[src/rtl/usb_rx_byte_assembler_pkg.sv]
// -----------------------------------------------------------------------------
// usb_rx_pkg
//   Shared types and constants for the USB receive byte assembler.
//   - rx_state_t : receiver FSM states (HUNT, RECV, ERR)
//   - rx_err_t   : error codes reported on err_code
//   - USB_SYNC_DEC : decoded SYNC tail (seven 0s then a 1, oldest bit at MSB)
//   - sync_shift : helper that appends the newest bit to the SYNC window
// -----------------------------------------------------------------------------
package usb_rx_pkg;

  typedef enum logic [1:0] {
    HUNT = 2'b00,
    RECV = 2'b01,
    ERR  = 2'b10
  } rx_state_t;

  typedef enum logic [1:0] {
    ERR_NONE    = 2'b00,
    ERR_STUFF   = 2'b01,
    ERR_PARTIAL = 2'b10,
    ERR_OVF     = 2'b11
  } rx_err_t;

  localparam logic [7:0] USB_SYNC_DEC = 8'h01;

  // Oldest bit sits at the MSB so the window reads like the wire in time order.
  function automatic logic [7:0] sync_shift(input logic [7:0] sr, input logic b);
    return {sr[6:0], b};
  endfunction

endpackage

[src/rtl/usb_rx_byte_assembler_shift8.sv]
// -----------------------------------------------------------------------------
// usb_rx_shift8
//   8-bit LSB-first shift register with a 3-bit bit counter.
//   Ports:
//     clk, rst_n  : clock, async active-low reset
//     shift_en    : shift in_bit this cycle
//     clr         : clear register and counter (wins over shift_en)
//     in_bit      : serial data bit
//     out_byte    : byte as it will look once in_bit is shifted in
//     byte_done   : this shift completes the 8th bit of a byte
//     bit_cnt     : number of bits already held for the current byte
// -----------------------------------------------------------------------------
module usb_rx_shift8 (
  input  logic       clk,
  input  logic       rst_n,
  input  logic       shift_en,
  input  logic       clr,
  input  logic       in_bit,
  output logic [7:0] out_byte,
  output logic       byte_done,
  output logic [2:0] bit_cnt
);

  logic [7:0] sr;

  // Shift register and bit counter; the counter wraps to 0 after the 8th bit.
  always_ff @(posedge clk or negedge rst_n) begin
    if (!rst_n) begin
      sr      <= 8'h00;
      bit_cnt <= 3'd0;
    end else if (clr) begin
      sr      <= 8'h00;
      bit_cnt <= 3'd0;
    end else if (shift_en) begin
      sr      <= {in_bit, sr[7:1]};
      bit_cnt <= bit_cnt + 3'd1;
    end else begin
      sr      <= sr;
      bit_cnt <= bit_cnt;
    end
  end

  // Look-ahead view so the consumer can capture the full byte on the 8th edge.
  assign out_byte  = {in_bit, sr[7:1]};
  assign byte_done = shift_en && (bit_cnt == 3'd7);

endmodule

[src/rtl/usb_rx_byte_assembler.sv]
// -----------------------------------------------------------------------------
// usb_rx_byte_assembler
//   Sits behind the bit destuffer. Hunts for the SYNC tail, then assembles
//   destuffed bits LSB-first into bytes, reports stuff / partial-byte /
//   overflow errors and frames the packet on EOP.
//   Ports:
//     clk, rst_n     : clock, async active-low reset
//     bit_tick       : one pulse per received bit time (stuffed bits included)
//     bit_in         : decoded bit, valid with bit_tick
//     bit_strobe     : 1 = data bit, 0 with bit_tick = stuffed bit
//     eop            : end-of-packet pulse
//     rx_data        : assembled byte (first received bit at LSB)
//     rx_data_valid  : one-cycle pulse, rx_data valid
//     rx_active      : high from SYNC match until EOP
//     rx_error       : one-cycle error pulse
//     err_code       : last error code, held until the next error
//     byte_count     : bytes delivered in the current/last packet
// -----------------------------------------------------------------------------
module usb_rx_byte_assembler
  import usb_rx_pkg::*;
#(
  parameter logic [7:0]  SYNC_PATTERN = USB_SYNC_DEC,
  parameter int unsigned MAX_BYTES    = 1027,
  parameter int unsigned CNT_W        = 11
) (
  input  logic             clk,
  input  logic             rst_n,
  input  logic             bit_tick,
  input  logic             bit_in,
  input  logic             bit_strobe,
  input  logic             eop,
  output logic [7:0]       rx_data,
  output logic             rx_data_valid,
  output logic             rx_active,
  output logic             rx_error,
  output logic [1:0]       err_code,
  output logic [CNT_W-1:0] byte_count
);

  localparam logic [CNT_W-1:0] MAX_CNT = CNT_W'(MAX_BYTES);
  localparam logic [CNT_W-1:0] CNT_ONE = CNT_W'(1);

  rx_state_t  state;
  rx_err_t    err_q;
  logic [7:0] sync_sr;
  logic [7:0] sync_next;
  logic       shift_en;
  logic       shift_clr;
  logic [7:0] asm_byte;
  logic       byte_done;
  logic [2:0] bit_cnt;

  assign sync_next = sync_shift(sync_sr, bit_in);
  // eop has priority over a coincident bit, so the bit never reaches the shifter.
  assign shift_en  = (state == RECV) && bit_tick && bit_strobe && !eop;
  // Outside RECV the shifter is held empty, so every packet starts at bit 0.
  assign shift_clr = (state != RECV);
  assign err_code  = err_q;

  usb_rx_shift8 u_shift8 (
    .clk       (clk),
    .rst_n     (rst_n),
    .shift_en  (shift_en),
    .clr       (shift_clr),
    .in_bit    (bit_in),
    .out_byte  (asm_byte),
    .byte_done (byte_done),
    .bit_cnt   (bit_cnt)
  );

  // Receiver FSM with registered outputs, byte counter and error reporting.
  always_ff @(posedge clk or negedge rst_n) begin
    if (!rst_n) begin
      state         <= HUNT;
      err_q         <= ERR_NONE;
      sync_sr       <= 8'h00;
      rx_data       <= 8'h00;
      rx_data_valid <= 1'b0;
      rx_active     <= 1'b0;
      rx_error      <= 1'b0;
      byte_count    <= {CNT_W{1'b0}};
    end else begin
      rx_data_valid <= 1'b0;
      rx_error      <= 1'b0;
      case (state)
        HUNT: begin
          if (bit_tick) begin
            sync_sr <= sync_next;
            if (sync_next == SYNC_PATTERN) begin
              state      <= RECV;
              rx_active  <= 1'b1;
              byte_count <= {CNT_W{1'b0}};
            end
          end
        end
        RECV: begin
          if (eop) begin
            state     <= HUNT;
            rx_active <= 1'b0;
            sync_sr   <= 8'h00;
            // Leftover bits mean the packet ended mid-byte; they are dropped.
            if (bit_cnt != 3'd0) begin
              rx_error <= 1'b1;
              err_q    <= ERR_PARTIAL;
            end
          end else if (bit_tick) begin
            if (bit_strobe) begin
              if (byte_done) begin
                if (byte_count == MAX_CNT) begin
                  rx_error <= 1'b1;
                  err_q    <= ERR_OVF;
                  state    <= ERR;
                end else begin
                  rx_data       <= asm_byte;
                  rx_data_valid <= 1'b1;
                  byte_count    <= byte_count + CNT_ONE;
                end
              end
            end else if (bit_in) begin
              // A stuffed bit must always be 0.
              rx_error <= 1'b1;
              err_q    <= ERR_STUFF;
              state    <= ERR;
            end
          end
        end
        ERR: begin
          if (eop) begin
            state     <= HUNT;
            rx_active <= 1'b0;
            sync_sr   <= 8'h00;
          end
        end
        default: begin
          state     <= HUNT;
          rx_active <= 1'b0;
          sync_sr   <= 8'h00;
        end
      endcase
    end
  end

endmodule

[config.mk]
export PLATFORM = sky130hd
export DESIGN_NAME = usb_rx_byte_assembler
export DESIGN_NICKNAME = d
export VERILOG_FILES = /design/src/rtl/usb_rx_byte_assembler_pkg.sv /design/src/rtl/usb_rx_byte_assembler_shift8.sv /design/src/rtl/usb_rx_byte_assembler.sv
export SDC_FILE = /design/constraint.sdc
export NUM_CORES = 1
export LEC_CHECK = 0
export CORE_MARGIN = 4
export CORE_UTILIZATION = 50
export DETAILED_ROUTE_END_ITERATION = 8
export HOLD_SLACK_MARGIN = 0.1
export PLACE_DENSITY = 0.84
export SLEW_MARGIN = 10
export SYNTH_ARGS = -nofsm -noshare
export SYNTH_HDL_FRONTEND = slang
export SYNTH_SLANG_ARGS = --single-unit
[constraint.sdc]
create_clock -name clk -period 2.9 [get_ports clk]
set_clock_uncertainty 0.05 [all_clocks]
set_input_delay 0.435 -clock clk [delete_from_list [all_inputs] [get_ports clk]]
set_output_delay 0.435 -clock clk [all_outputs]
set_load 0.02 [all_outputs]
Word-level counts from Yosys, hierarchy flattened
Index checks and enable logic that the tools add are counted.

Add/sub/neg operators: 2. Reduce and logical (&&, ||, !) cells: 18. Equality and inequality tests: 22. Bitwise gates (word level): 2. Multiplexer cells: 50.

Operators by type and width (count): $mux W11 (7); $mux W2 (16); $pmux W11 S2 (1); $mux W1 (17); $mux W8 (2); $ne A2 B2 Y1 const B (8); $mux W7 (2); $pmux W7 S2 (1); $reduce_and A6 Y1 (2); $add A11 B1 Y11 const B (1); $eq A11 B11 Y1 const B (1); $eq A8 B1 Y1 const B (1); $ne A4 B4 Y1 const B (2); $reduce_and A8 Y1 (1); $reduce_and A7 Y1 (1); $mux W3 (2); $ne A2 B1 Y1 const B (3); $ne A3 B1 Y1 const B (2); $pmux W2 S3 (1); $reduce_bool A2 Y1 (3); $reduce_bool A3 Y1 (2); $logic_and A1 B1 Y1 (4); $ne A4 B3 Y1 const B (1); $add A3 B1 Y3 const B (1); other kinds (11) (12).

Logic and storage cells: 104. Register bits after elaboration: 44. Input bits: 6.

Longest topological paths before layout
Word-level depth: 10. Depth in mapped cells: 9. Gate-level depth less buffers: 7.

By module
From an unflattened synthesis, not the netlist that was laid out.

Cell total of the unflattened synthesis: 217. Area, all modules: 2289.7 um^2.

By module, submodules not included: usb_rx_byte_assembler (area an instance 1846.8 um^2, times used 1, cells each 181); usb_rx_shift8 (area an instance 442.9 um^2, times used 1, cells each 36).

Least setup slack after synthesis
Ideal clock, no wire load.

Path type: register to register. Start point: register byte_count[4]. End point: register err_q[0] (netlist: err_code[0]). Setup slack: 466 ps. Data arrival time: 2259 ps. Buffers on the path: 0. Cell stages (with the launch flop): 6. Setup time: 125 ps. Data required time: 2725 ps. Cells stage by stage: dfrtp_1 > or4_4 > or4_4 > a22oi_4 > o211ai_4 > mux2_4.

Cells in the longest elaborated chain, start to end: 3.

RTL lines: start, declared (RTL line usb_rx_byte_assembler.sv:37) `output logic [CNT_W-1:0] byte_count`; start signal, assigned (RTL line usb_rx_byte_assembler.sv:81) `byte_count <= {CNT_W{1'b0}};`; start signal, assigned (RTL line usb_rx_byte_assembler.sv:92) `byte_count <= {CNT_W{1'b0}};`; start signal, assigned (RTL line usb_rx_byte_assembler.sv:116) `byte_count <= byte_count + CNT_ONE;`; $eq A11 B11 Y1 (RTL line usb_rx_byte_assembler.sv:109) `if (byte_count == MAX_CNT) begin`; $ne A3 B1 Y1 (no line); $reduce_and A6 Y1 (no line); end signal, assigned (RTL line usb_rx_byte_assembler.sv:104) `err_q <= ERR_PARTIAL;`; end signal, assigned (RTL line usb_rx_byte_assembler.sv:111) `err_q <= ERR_OVF;`; end signal, assigned (RTL line usb_rx_byte_assembler.sv:122) `err_q <= ERR_STUFF;`; end, declared (RTL line usb_rx_byte_assembler.sv:44) `rx_err_t err_q;`.

Every way passes these cells. A chain may end at the register's enable or synchronous reset.

Final worst setup path
Start point: register byte_count[7]. End point: register err_q[0] (netlist: err_code[0]).

The elaborated chain is that of the path after synthesis.

==> impl_metrics.json <==
{
  "outcome": "completed",
  "gp_congestion": 0.849,
  "min_path_type": "in -> async",
  "grt_usage_pct": 20.2,
  "syn_to_final_growth_pct": 19.9,
  "start_util_pct": 53.4,
  "net-switching-power_mw": 0.725,
  "hpwl_mm": 3.30,
  "clk_latency_ns": 0.30,
  "worstSetupPathType": "reg -> reg",
  "crit_buf_inv": 0,
  "rows": 23,
  "most-common-layout-cells": "nand2_1, dfrtp_1, clkdlybuf4s50_1",
  "worst_pin_slew_ns": 0.932,
  "post-place-cells": 314,
  "hold_violations": 0,
  "port_buffers": 29,
  "drc_errors": 0,
  "first_pass_iters": 4,
  "ctsResizeCount": 0,
  "timing.hold.ws_ns": 0.213,
  "cp-start-kind": "register",
  "nNetsFinal": 284,
  "cp.arrival_ns": 2.63,
  "die_w_um": 74.5,
  "period_minus_slack_ns": 2.49,
  "hold_buffers": 0,
  "grt_pass1_wl_mm": 8.58,
  "drive_gt1_share_pct": 9.93,
  "via_count": 1845,
  "wl_mm": 4.68,
  "maxSlewHeadroom_pct": 37.8,
  "post_cts_buffers": 0,
  "combinationalPowerShare_pct": 38.7,
  "final_util_pct": 64.0,
  "path_cells": "or4_1 > or4_4 > a22oi_4 > o211ai_4 > mux2_4",
  "reg2regPathDepth": 5,
  "ys_types": 43,
  "synth_cells": 238,
  "post_drt_wl_per_cell_um": 14.5,
  "grt_remaining_overflow": 0,
  "leakagePower_nw": 1.21,
  "vias_per_cell": 5.73,
  "cts_max_level": 2,
  "power_density_nw_per_um2": 712,
  "antenna_found_initial": 0,
  "clk_pin_slew_ns": 0.08,
  "worst_r2r_startpoint": "byte_count[7]",
  "cts-root-buf": "clkbuf_8",
  "fin_setup_tns_ns": 0,
  "required_ns": 3.04,
  "rsz0062_at_grt": "no",
  "ys.flop_type": "dfrtp_1",
  "syn_nets": 251,
  "syn_area_sq_um": 2210,
  "die_y_um": 74.5,
  "final_max_slew_viol_count": 0,
  "ios": 30,
  "core_sq_um": 4140,
  "timing.rr.end": "err_code[0]",
  "antenna_cells": 0,
  "grt_pass1_vias": 1859,
  "cts_sinks": 43,
  "vdd_drop_max_uv": 351,
  "dieArea_sq_um": 5550,
  "yosysWarningCount": 0,
  "fillers": 367,
  "stdcell_count": 322,
  "crit_family": "simple AND/OR/NAND/NOR gates",
  "cts_buffers": 5,
  "ant_nets": 0,
  "cts_tree": "built",
  "final_common_cell": "nand2_1",
  "seq_power_share_pct": 41.4,
  "p_clk_share_pct": 19.8,
  "endpoint_kind": "register",
  "setup_viol_count_final": 0,
  "switching_share_pct": 38.4,
  "timing.fmax_ghz": 0.401,
  "critPathMaxStageDelay_ns": 0.60,
  "fin_crit_sh_pct": 85.9,
  "finalPower_mw": 1.89,
  "synth-edff-count": 0,
  "drv_cap": 0,
  "regToRegSetupSlack_ns": 0.41,
  "clock_path_buffers": 2,
  "crit_path_max_fanout": 7,
  "grt_max_degree": 44,
  "async_reset_ff_share_pct": 100,
  "slowest_stage": "or4_1",
  "synth-seq-area-share_pct": 48.6,
  "synth_seq_cells": 43,
  "syn_avg_cell_area_sq_um": 9.29,
  "intPower_mw": 1.16,
  "drt_iter0_markers": 152
}
synthesized netlist by cell type (3+ instances only):
library cell | count | area (sq um)
clkbuf_1 | 6 | 22.5
a31oi_1 | 7 | 43.8
a31o_2 | 3 | 26.3
dfrtp_1 | 43 | 1080
o21ai_0 | 8 | 40.0
a21oi_1 | 12 | 60.1
mux2i_1 | 3 | 30.0
nand3_1 | 5 | 25.0
nand4_1 | 3 | 18.8
nand3b_1 | 3 | 22.5
nor2b_1 | 10 | 62.6
nor3_1 | 5 | 25.0
ha_1 | 7 | 87.6
nand2_1 | 63 | 236
nor2_1 | 8 | 30.0
a221o_1 | 3 | 30.0
inv_1 | 9 | 33.8
and3_1 | 4 | 25.0
buf_2 | 3 | 15.0
or4_1 | 3 | 22.5
registers in the layout, indices dropped and copies added (netlist names):
name,count
u_shift8.bit_cnt,3
u_shift8.sr,7
err_code,2
rx_data,8
state,2
sync_sr,7
rx_data_valid,1
byte_count,11
rx_error,1
rx_active,1
logic make-up (layout without fill, tap and decap cells):
family / after synthesis / after routing / synth area share, %
buffers and inverters: 19 / 53 / 3.39
muxes: 5 / 5 / 2.55
DFF: 43 / 43 / 48.6
and+or+nand+nor: 117 / 117 / 25.9
adders and majority gates: 7 / 7 / 3.96
AOI/OAI and AO/OA: 47 / 47 / 15.6
cell type report:
| type | count | area (sq um) | area share [%] |
|---|---|---|---|
| multi-input cells | 176 | 1060 | 40.0 |
| clock inverters | 2 | 12.5 | 0.472 |
| clock buffers | 6 | 72.6 | 2.74 |
| inverters | 10 | 37.5 | 1.42 |
| well taps | 50 | 62.6 | 2.36 |
| repair buffers | 35 | 330 | 12.5 |
| flip-flops and latches | 43 | 1080 | 40.6 |
power by group through the flow:
stage          sequential (mW)  clock (mW)  combinational (mW)
4_1_cts                  0.782       0.387               0.727
3_5_place_dp             0.793           0               0.724
2_1_floorplan            0.828           0               0.461
3_3_place_gp             0.788           0               0.716
5_1_grt                  0.800       0.415               0.816
6_report                 0.783       0.374               0.731
metrics by stage:
step	worst slack [ns]	area, sq um
2_1_floorplan	0.466	2210
3_3_place_gp	0.209	2570
3_5_place_dp	0.208	2570
4_1_cts	0.409	2650
5_1_grt	0.327	2650
6_report	0.409	2650
routing by layer:
layer / vias up / global-route usage [%] / share of wire, %
met1: 884 / 25.9 / 45
met2: 50 / 32.0 / 48
met4: 0 / 9.68 / 2.5
li1: 900 / - / -
met3: 11 / 5.14 / 4.2
met5: - / 0 / 0
worst max path at each step:
stage	from	endpoint	slack, ns	cells after the start
floorplan	byte_count[4]	err_code[0]	0.47	5
global placement	bit_in	byte_count[8]	0.21	5
detailed placement	bit_in	byte_count[8]	0.21	5
CTS	byte_count[4]	err_code[0]	0.41	5
global route	byte_count[4]	err_code[0]	0.33	5
finish	byte_count[7]	err_code[0]	0.41	5
Power figures use the tool's default switching activity.
